<file path="src/rtl/serial_add_sub.sv">
// serial_add_sub: WIDTH-bit adder/subtractor that processes DIGIT bits per clock through a registered carry chain.
module serial_add_sub #(
    parameter int WIDTH = 16,
    parameter int DIGIT = 4
) (
    input  logic             i_clk,
    input  logic             i_reset,
    input  logic             i_start,
    input  logic             i_sub,
    input  logic [WIDTH-1:0] i_a,
    input  logic [WIDTH-1:0] i_b,
    input  logic             i_c,
    output logic [WIDTH-1:0] o_o,
    output logic             o_c,
    output logic             o_v,
    output logic             o_z,
    output logic             o_busy,
    output logic             o_done
);
    localparam int N  = WIDTH / DIGIT;
    localparam int CW = (N > 1) ? $clog2(N) : 1;

    typedef enum logic {IDLE, RUN} state_t;

    state_t           state_q, state_d;
    logic [CW-1:0]    cnt_q, cnt_d;
    logic             carry_q, carry_d;
    logic [WIDTH-1:0] a_q, a_d, b_q, b_d, res_q, res_d, o_q, o_d;
    logic             c_q, c_d, v_q, v_d, z_q, z_d, done_q, done_d;
    logic [DIGIT:0]   dsum;
    logic             msb_cin;
    logic [WIDTH-1:0] res_next;

    always_comb begin
        dsum     = {1'b0, a_q[DIGIT-1:0]} + {1'b0, b_q[DIGIT-1:0]} + {{DIGIT{1'b0}}, carry_q};
        // carry into the digit MSB recovered from its sum bit and operand bits
        msb_cin  = dsum[DIGIT-1] ^ a_q[DIGIT-1] ^ b_q[DIGIT-1];
        res_next = (res_q >> DIGIT) | (WIDTH'(dsum[DIGIT-1:0]) << (WIDTH - DIGIT));
        state_d  = state_q;
        cnt_d    = cnt_q;
        carry_d  = carry_q;
        a_d      = a_q;
        b_d      = b_q;
        res_d    = res_q;
        o_d      = o_q;
        c_d      = c_q;
        v_d      = v_q;
        z_d      = z_q;
        done_d   = 1'b0;
        if (state_q == IDLE) begin
            if (i_start) begin
                state_d = RUN;
                cnt_d   = '0;
                a_d     = i_a;
                b_d     = i_sub ? ~i_b : i_b;
                carry_d = i_c;
            end
        end else begin
            a_d     = a_q >> DIGIT;
            b_d     = b_q >> DIGIT;
            carry_d = dsum[DIGIT];
            res_d   = res_next;
            cnt_d   = cnt_q + 1'b1;
            if (cnt_q == CW'(N - 1)) begin
                state_d = IDLE;
                cnt_d   = '0;
                done_d  = 1'b1;
                o_d     = res_next;
                c_d     = dsum[DIGIT];
                v_d     = msb_cin ^ dsum[DIGIT];
                z_d     = (res_next == '0);
            end
        end
    end

    always_ff @(posedge i_clk or negedge i_reset) begin
        if (!i_reset) begin
            state_q <= IDLE;
            cnt_q   <= '0;
            carry_q <= 1'b0;
            a_q     <= '0;
            b_q     <= '0;
            res_q   <= '0;
            o_q     <= '0;
            c_q     <= 1'b0;
            v_q     <= 1'b0;
            z_q     <= 1'b0;
            done_q  <= 1'b0;
        end else begin
            state_q <= state_d;
            cnt_q   <= cnt_d;
            carry_q <= carry_d;
            a_q     <= a_d;
            b_q     <= b_d;
            res_q   <= res_d;
            o_q     <= o_d;
            c_q     <= c_d;
            v_q     <= v_d;
            z_q     <= z_d;
            done_q  <= done_d;
        end
    end

    assign o_o    = o_q;
    assign o_c    = c_q;
    assign o_v    = v_q;
    assign o_z    = z_q;
    assign o_busy = (state_q == RUN);
    assign o_done = done_q;
endmodule
</file>
<file path="config.mk">
export PLATFORM = sky130hd
export DESIGN_NAME = serial_add_sub
export DESIGN_NICKNAME = d
export VERILOG_FILES = /design/src/rtl/serial_add_sub.sv
export SDC_FILE = /design/constraint.sdc
export NUM_CORES = 1
export LEC_CHECK = 0
export CAP_MARGIN = 20
export CORE_ASPECT_RATIO = 1.2
export CORE_UTILIZATION = 52
export DETAILED_ROUTE_END_ITERATION = 10
export PLACE_DENSITY = 0.8
export SETUP_SLACK_MARGIN = 0.2
export SLEW_MARGIN = 5
export SYNTH_ARGS = -nofsm -noshare
export SYNTH_HDL_FRONTEND = slang
export SYNTH_SLANG_ARGS = --single-unit
</file>
<file path="constraint.sdc">
create_clock -name i_clk -period 2.2 [get_ports i_clk]
set_input_delay 0.22 -clock i_clk [delete_from_list [all_inputs] [get_ports i_clk]]
set_output_delay 0.22 -clock i_clk [all_outputs]
set_load 0.01 [all_outputs]
</file>
# Word-level counts from Yosys, hierarchy flattened

Index checks and enable logic that the tools add are counted.

Add/subtract/negate cells: 3
Equal/unequal tests: 1
Multiplexer cells: 15
Bitwise logic cells: 5
Reduce and logical (&&, ||, !) cells: 3

Operators by type and width:

| cell                | count |
|---|---|
| $mux 16             | 5 |
| $logic_not 16->1    | 1 |
| $not 16->16         | 1 |
| $or 12x16->16       | 1 |
| $mux 1              | 7 |
| $mux 2              | 3 |
| $add 4x4->5         | 1 |
| $add 5x1->5         | 1 |
| $xor 1x1->1         | 3 |
| $add 2x1->2 const B | 1 |
| $eq 2x2->1 const B  | 1 |
| $reduce_and 2->1    | 1 |
| $reduce_bool 2->1   | 1 |

Register bits after elaboration: 72

# Longest topological paths before layout

Word-level depth: 5
Mapped depth: 6
Depth with buffers taken out: 6

# Worst setup path before layout

No wires, ideal clock.

Path type: flip-flop to flip-flop
Start: register carry_q
End: register o_q[15], in the netlist o_o[15]
Arrival time: 1,779 ps
Data required time: 2,075 ps
Setup slack: 296 ps
Cell stages (with the launch flop): 6
Path buffers: 0
Cell sequence: dfrtp_1 fa_1 and3_4 or3_4 and2_4 mux2_4

Word-level cells in the longest chain between the ends: 2

RTL lines:

| element                  | RTL line | text |
|---|---|---|
| start: declaration       | 27       | `logic carry_q, carry_d;` |
| start signal: assignment | 92       | `carry_q <= carry_d;` |
| $add 5x1->5              | 35       | `dsum = {1'b0, a_q[DIGIT-1:0]} + {1'b0, b_q[DIGIT-1:0]} + {{DIGIT{1'b0}}, carry_q};` |
| $or 12x16->16            | 38       | `res_next = (res_q >> DIGIT) \| (WIDTH'(dsum[DIGIT-1:0]) << (WIDTH - DIGIT));` |
| end signal: assignment   | 84       | `o_q <= '0;` |
| end signal: assignment   | 96       | `o_q <= o_d;` |
| end: declaration         | 28       | `logic [WIDTH-1:0] a_q, a_d, b_q, b_d, res_q, res_d, o_q, o_d;` |

No other way between the ends.
A chain may end at the register's enable or synchronous reset.

# Final worst setup path

Ends and elaborated chain as after synthesis.

==> reports/qor.txt <==
slowest CP cell -> sky130_fd_sc_hd__fa_2
DRT Pass-1 Iters -> 2
peak per-stage delay on the critical path -> 0.42 ns
global route overflow -> 0
area share of the largest cell type after synthesis -> 0.549
total I/O pin count -> 58
Chip Height -> 86.6 um
number of levels in the clock H-tree -> 3
sequential cell area fraction in the yosys report -> 0.549
antenna-violating nets left -> 0
number of rows in the core area -> 30
Reg2Reg Setup Slack -> 0.27 ns
initial standard-cell utilization of the core -> 0.543
total via count in the routed design -> 2,118
FFs w/ async S/R, synth -> 1.00
Tightest Pin Transition -> 0.507 ns
number of buffers created by CTS -> 9
peak clock frequency supported by timing -> 0.517 GHz
Pwr Density -> 1300 nW/um^2
final setup skew -> 0.00782 ns
max-slew violation total from the final report -> 0
leading cell type by number of instances after synthesis -> sky130_fd_sc_hd__dfrtp_1
Final period util -> 0.879
startpoint of the worst register-to-register path -> carry_q$_DFFE_PN0P_
fraction of layout cells with a size suffix above 1 -> 0.164
post-DP HPWL -> 3.89 mm
most used flip-flop cell after synthesis -> sky130_fd_sc_hd__dfrtp_1
Post-Syn Nets -> 316
post-layout min period -> 1.93 ns
worst setup slack after layout -> 0.266 ns
max cap viols -> 0
top post-synthesis cells by count -> 68 x sky130_fd_sc_hd__dfrtp_1, 30 x sky130_fd_sc_hd__nand2_1, 27 x sky130_fd_sc_hd__o21ai_0
endpoint of the worst register-to-register path -> o_o[15]$_DFFE_PN0P_
static power due to leakage -> 0.00179 uW
Syn Area/Cell -> 11.3 um^2
clock-pin slew reported for the worst setup and hold paths after clock tree synthesis -> 0.07 ns
drt first-iter violations -> 61
DRC viols -> 0
CP cell instances -> fa_2 -> and3_4 -> or3_4 -> and2_4 -> mux2_4
final hold viol count -> 0
number of synthesis warnings -> 0
TritonCTS clock tree -> done
cell at the root of the clock tree -> sky130_fd_sc_hd__clkbuf_8
number of distinct library cells after synthesis -> 34
r2r worst-path depth -> 5
largest area contributor in the synthesized netlist -> sky130_fd_sc_hd__dfrtp_1
run status -> complete, no violations
maximum clock path buffer count -> 2
number of synthesized register bits -> 68
Synth-to-Final Area Change -> 29.2%
clock latency reported for the late side of the worst-skew pair -> 0.34 ns
CTS sink cnt -> 68
critical path endpoint category -> flip-flop
number of cells produced by synthesis -> 273
category of the worst setup path launch point -> flip-flop
Top delay family on crit path -> simple AND/OR/NAND/NOR gates
arrival time at the worst endpoint -> 2.16 ns
antenna violations before repair -> 0
count of buffering cells on the critical path with inverters included -> 0
largest driver fanout on the critical path -> 3
total routing usage reported by global routing -> 0.204
total routed wirelength -> 5.57 mm
worst slack after detailed placement -> 0.195 ns
ranking of synthesized cells by area -> sky130_fd_sc_hd__dfrtp_1 55%, sky130_fd_sc_hd__mux2_2 8.7%, sky130_fd_sc_hd__mux2i_1 5.8%
weighted congestion reported at the end of routability-driven placement -> 0.756
DIE AREA -> 6270 um^2
Data required, critical path -> 2.42 ns
peak supply drop -> 0.606 mV
total standard cell area after synthesis -> 3100 um^2
Antenna diodes -> 0
number of flops mapped to enable cells by yosys -> 0
Worst Hold Class -> in -> async
type of the worst setup path -> reg -> reg
total of buffers placed on input and output ports -> 57
Layout fillers -> 444
setup violators final -> 0
Die W -> 72.5 um
wire length of the first global-routing pass -> 9.59 mm
via count of the first global-routing pass -> 2,104
total setup buffers inserted after CTS -> 0
remaining max-slew budget at the tightest pin -> 0.662
drt via density -> 5.09
unrepaired setup endpoints after global routing -> false
maximum number of pins on one net before global-route repair -> 63
Final #Nets -> 375
floorplan core area -> 5710 um^2
post-detailed-route wirelength per cell -> 13.4 um
summed negative setup slack over all endpoints -> 0 ns
worst max path at each step:
stage | from | endpoint | depth (start not counted) | slack, ns
2_1_floorplan | carry_q$_DFFE_PN0P_ | o_o[15]$_DFFE_PN0P_ | 5 | 0.30
3_3_place_gp | carry_q$_DFFE_PN0P_ | o_v$_DFFE_PN0P_ | 6 | 0.24
3_5_place_dp | carry_q$_DFFE_PN0P_ | o_v$_DFFE_PN0P_ | 6 | 0.20
4_1_cts | carry_q$_DFFE_PN0P_ | o_v$_DFFE_PN0P_ | 6 | 0.22
5_1_grt | carry_q$_DFFE_PN0P_ | o_v$_DFFE_PN0P_ | 6 | 0.22
6_report | carry_q$_DFFE_PN0P_ | o_o[15]$_DFFE_PN0P_ | 5 | 0.27
flip-flops by register name (all words and copies together) (netlist names):
name	flops
a_q	16
b_q	16
o_o	16
res_q	12
cnt_q	2
carry_q	1
o_busy	1
o_c	1
o_done	1
o_v	1
o_z	1
placed cells by master, fill, tap and decap left out:
master                             n
sky130_fd_sc_hd__and3_4            1
sky130_fd_sc_hd__clkinv_1          1
sky130_fd_sc_hd__clkbuf_8         10
sky130_fd_sc_hd__or3_4             1
sky130_fd_sc_hd__and3_1            1
sky130_fd_sc_hd__xor2_1            1
sky130_fd_sc_hd__dfrtp_2           1
sky130_fd_sc_hd__a21o_1            1
sky130_fd_sc_hd__clkinv_2          2
sky130_fd_sc_hd__buf_4             6
sky130_fd_sc_hd__dfrtp_1          67
sky130_fd_sc_hd__a211oi_1          6
sky130_fd_sc_hd__o211a_1           1
sky130_fd_sc_hd__nor2b_1           1
sky130_fd_sc_hd__o31ai_1           1
sky130_fd_sc_hd__a22o_1            1
sky130_fd_sc_hd__nand2_1          30
sky130_fd_sc_hd__and2_1            1
sky130_fd_sc_hd__clkdlybuf4s50_1  56
sky130_fd_sc_hd__a21oi_1          16
sky130_fd_sc_hd__buf_2             1
sky130_fd_sc_hd__o21ai_1           1
sky130_fd_sc_hd__o21ai_0          27
sky130_fd_sc_hd__nand4_1           1
sky130_fd_sc_hd__buf_12            1
sky130_fd_sc_hd__and2_4            1
sky130_fd_sc_hd__xnor2_1          17
sky130_fd_sc_hd__mux2i_1          18
sky130_fd_sc_hd__nor2_1           22
sky130_fd_sc_hd__bufinv_16         3
sky130_fd_sc_hd__fa_2              2
sky130_fd_sc_hd__ha_1              4
sky130_fd_sc_hd__or4_1             1
sky130_fd_sc_hd__nand3_1           1
sky130_fd_sc_hd__mux2_2           24
sky130_fd_sc_hd__inv_1             1
sky130_fd_sc_hd__dlygate4sd3_1     1
sky130_fd_sc_hd__nor4_1            3
sky130_fd_sc_hd__mux2_4            2
repair_timing:
| action | 4_1_cts | 5_1_grt |
|---|---|---|
| hold buffers | 1 | 0 |
| hold endpoints to repair | 68 | 0 |
| resized for setup | 1 | 1 |
| setup endpoints to repair | 4 | 2 |
layout make-up:
| class | count | area (um^2) | share of cell area |
|---|---|---|---|
| timing repair buffer | 65 | 641 | 0.160 |
| inverter | 2 | 7.51 | 0.00188 |
| multi-input combinational | 186 | 1320 | 0.328 |
| clock buffer | 10 | 138 | 0.0344 |
| tap | 80 | 100 | 0.0250 |
| clock inverter | 5 | 100 | 0.0250 |
| sequential | 68 | 1700 | 0.425 |
through the flow:
step	total power, uW	hold slack (ns)	instance area (um^2)	util	std cells
5_1_grt	5540	0.494	4000	0.702	416
3_5_place_dp	4000	0.279	3750	0.657	400
3_3_place_gp	3900	0.276	3750	0.657	400
4_1_cts	5250	0.446	4000	0.701	416
2_1_floorplan	3280	-0.0756	3100	-	273
6_report	5210	0.445	4000	0.702	416
layer usage:
| metal | track usage | vias to the layer above | part of all wire |
|---|---|---|---|
| met4 | 0.112 | 0 | 0.022 |
| met5 | 0 | - | 0 |
| met2 | 0.345 | 49 | 0.50 |
| met1 | 0.245 | 1007 | 0.44 |
| li1 | - | 1052 | - |
| met3 | 0.0395 | 10 | 0.034 |
where the power goes:
part	switching, uW	internal (uW)	total [uW]
registers	372	1770	2140
clock network	448	773	1220
logic	784	1070	1850
worst min-delay path, stage by stage:
cell                            delay (ns)
sky130_fd_sc_hd__dlygate4sd3_1        0.52
sky130_fd_sc_hd__buf_2                0.11
sky130_fd_sc_hd__buf_4                0.36
logic make-up (layout without fill, tap and decap cells):
group	after synthesis	count (layout)	synth area share
buf+inv	19	82	0.0279
mux	44	44	0.155
flops	68	68	0.549
fa+ha+maj	6	6	0.0291
xor+xnor	18	18	0.0509
simple gates	64	64	0.0913
compound gates	54	54	0.0965
Note: power is estimated with default switching activity, not from simulation.
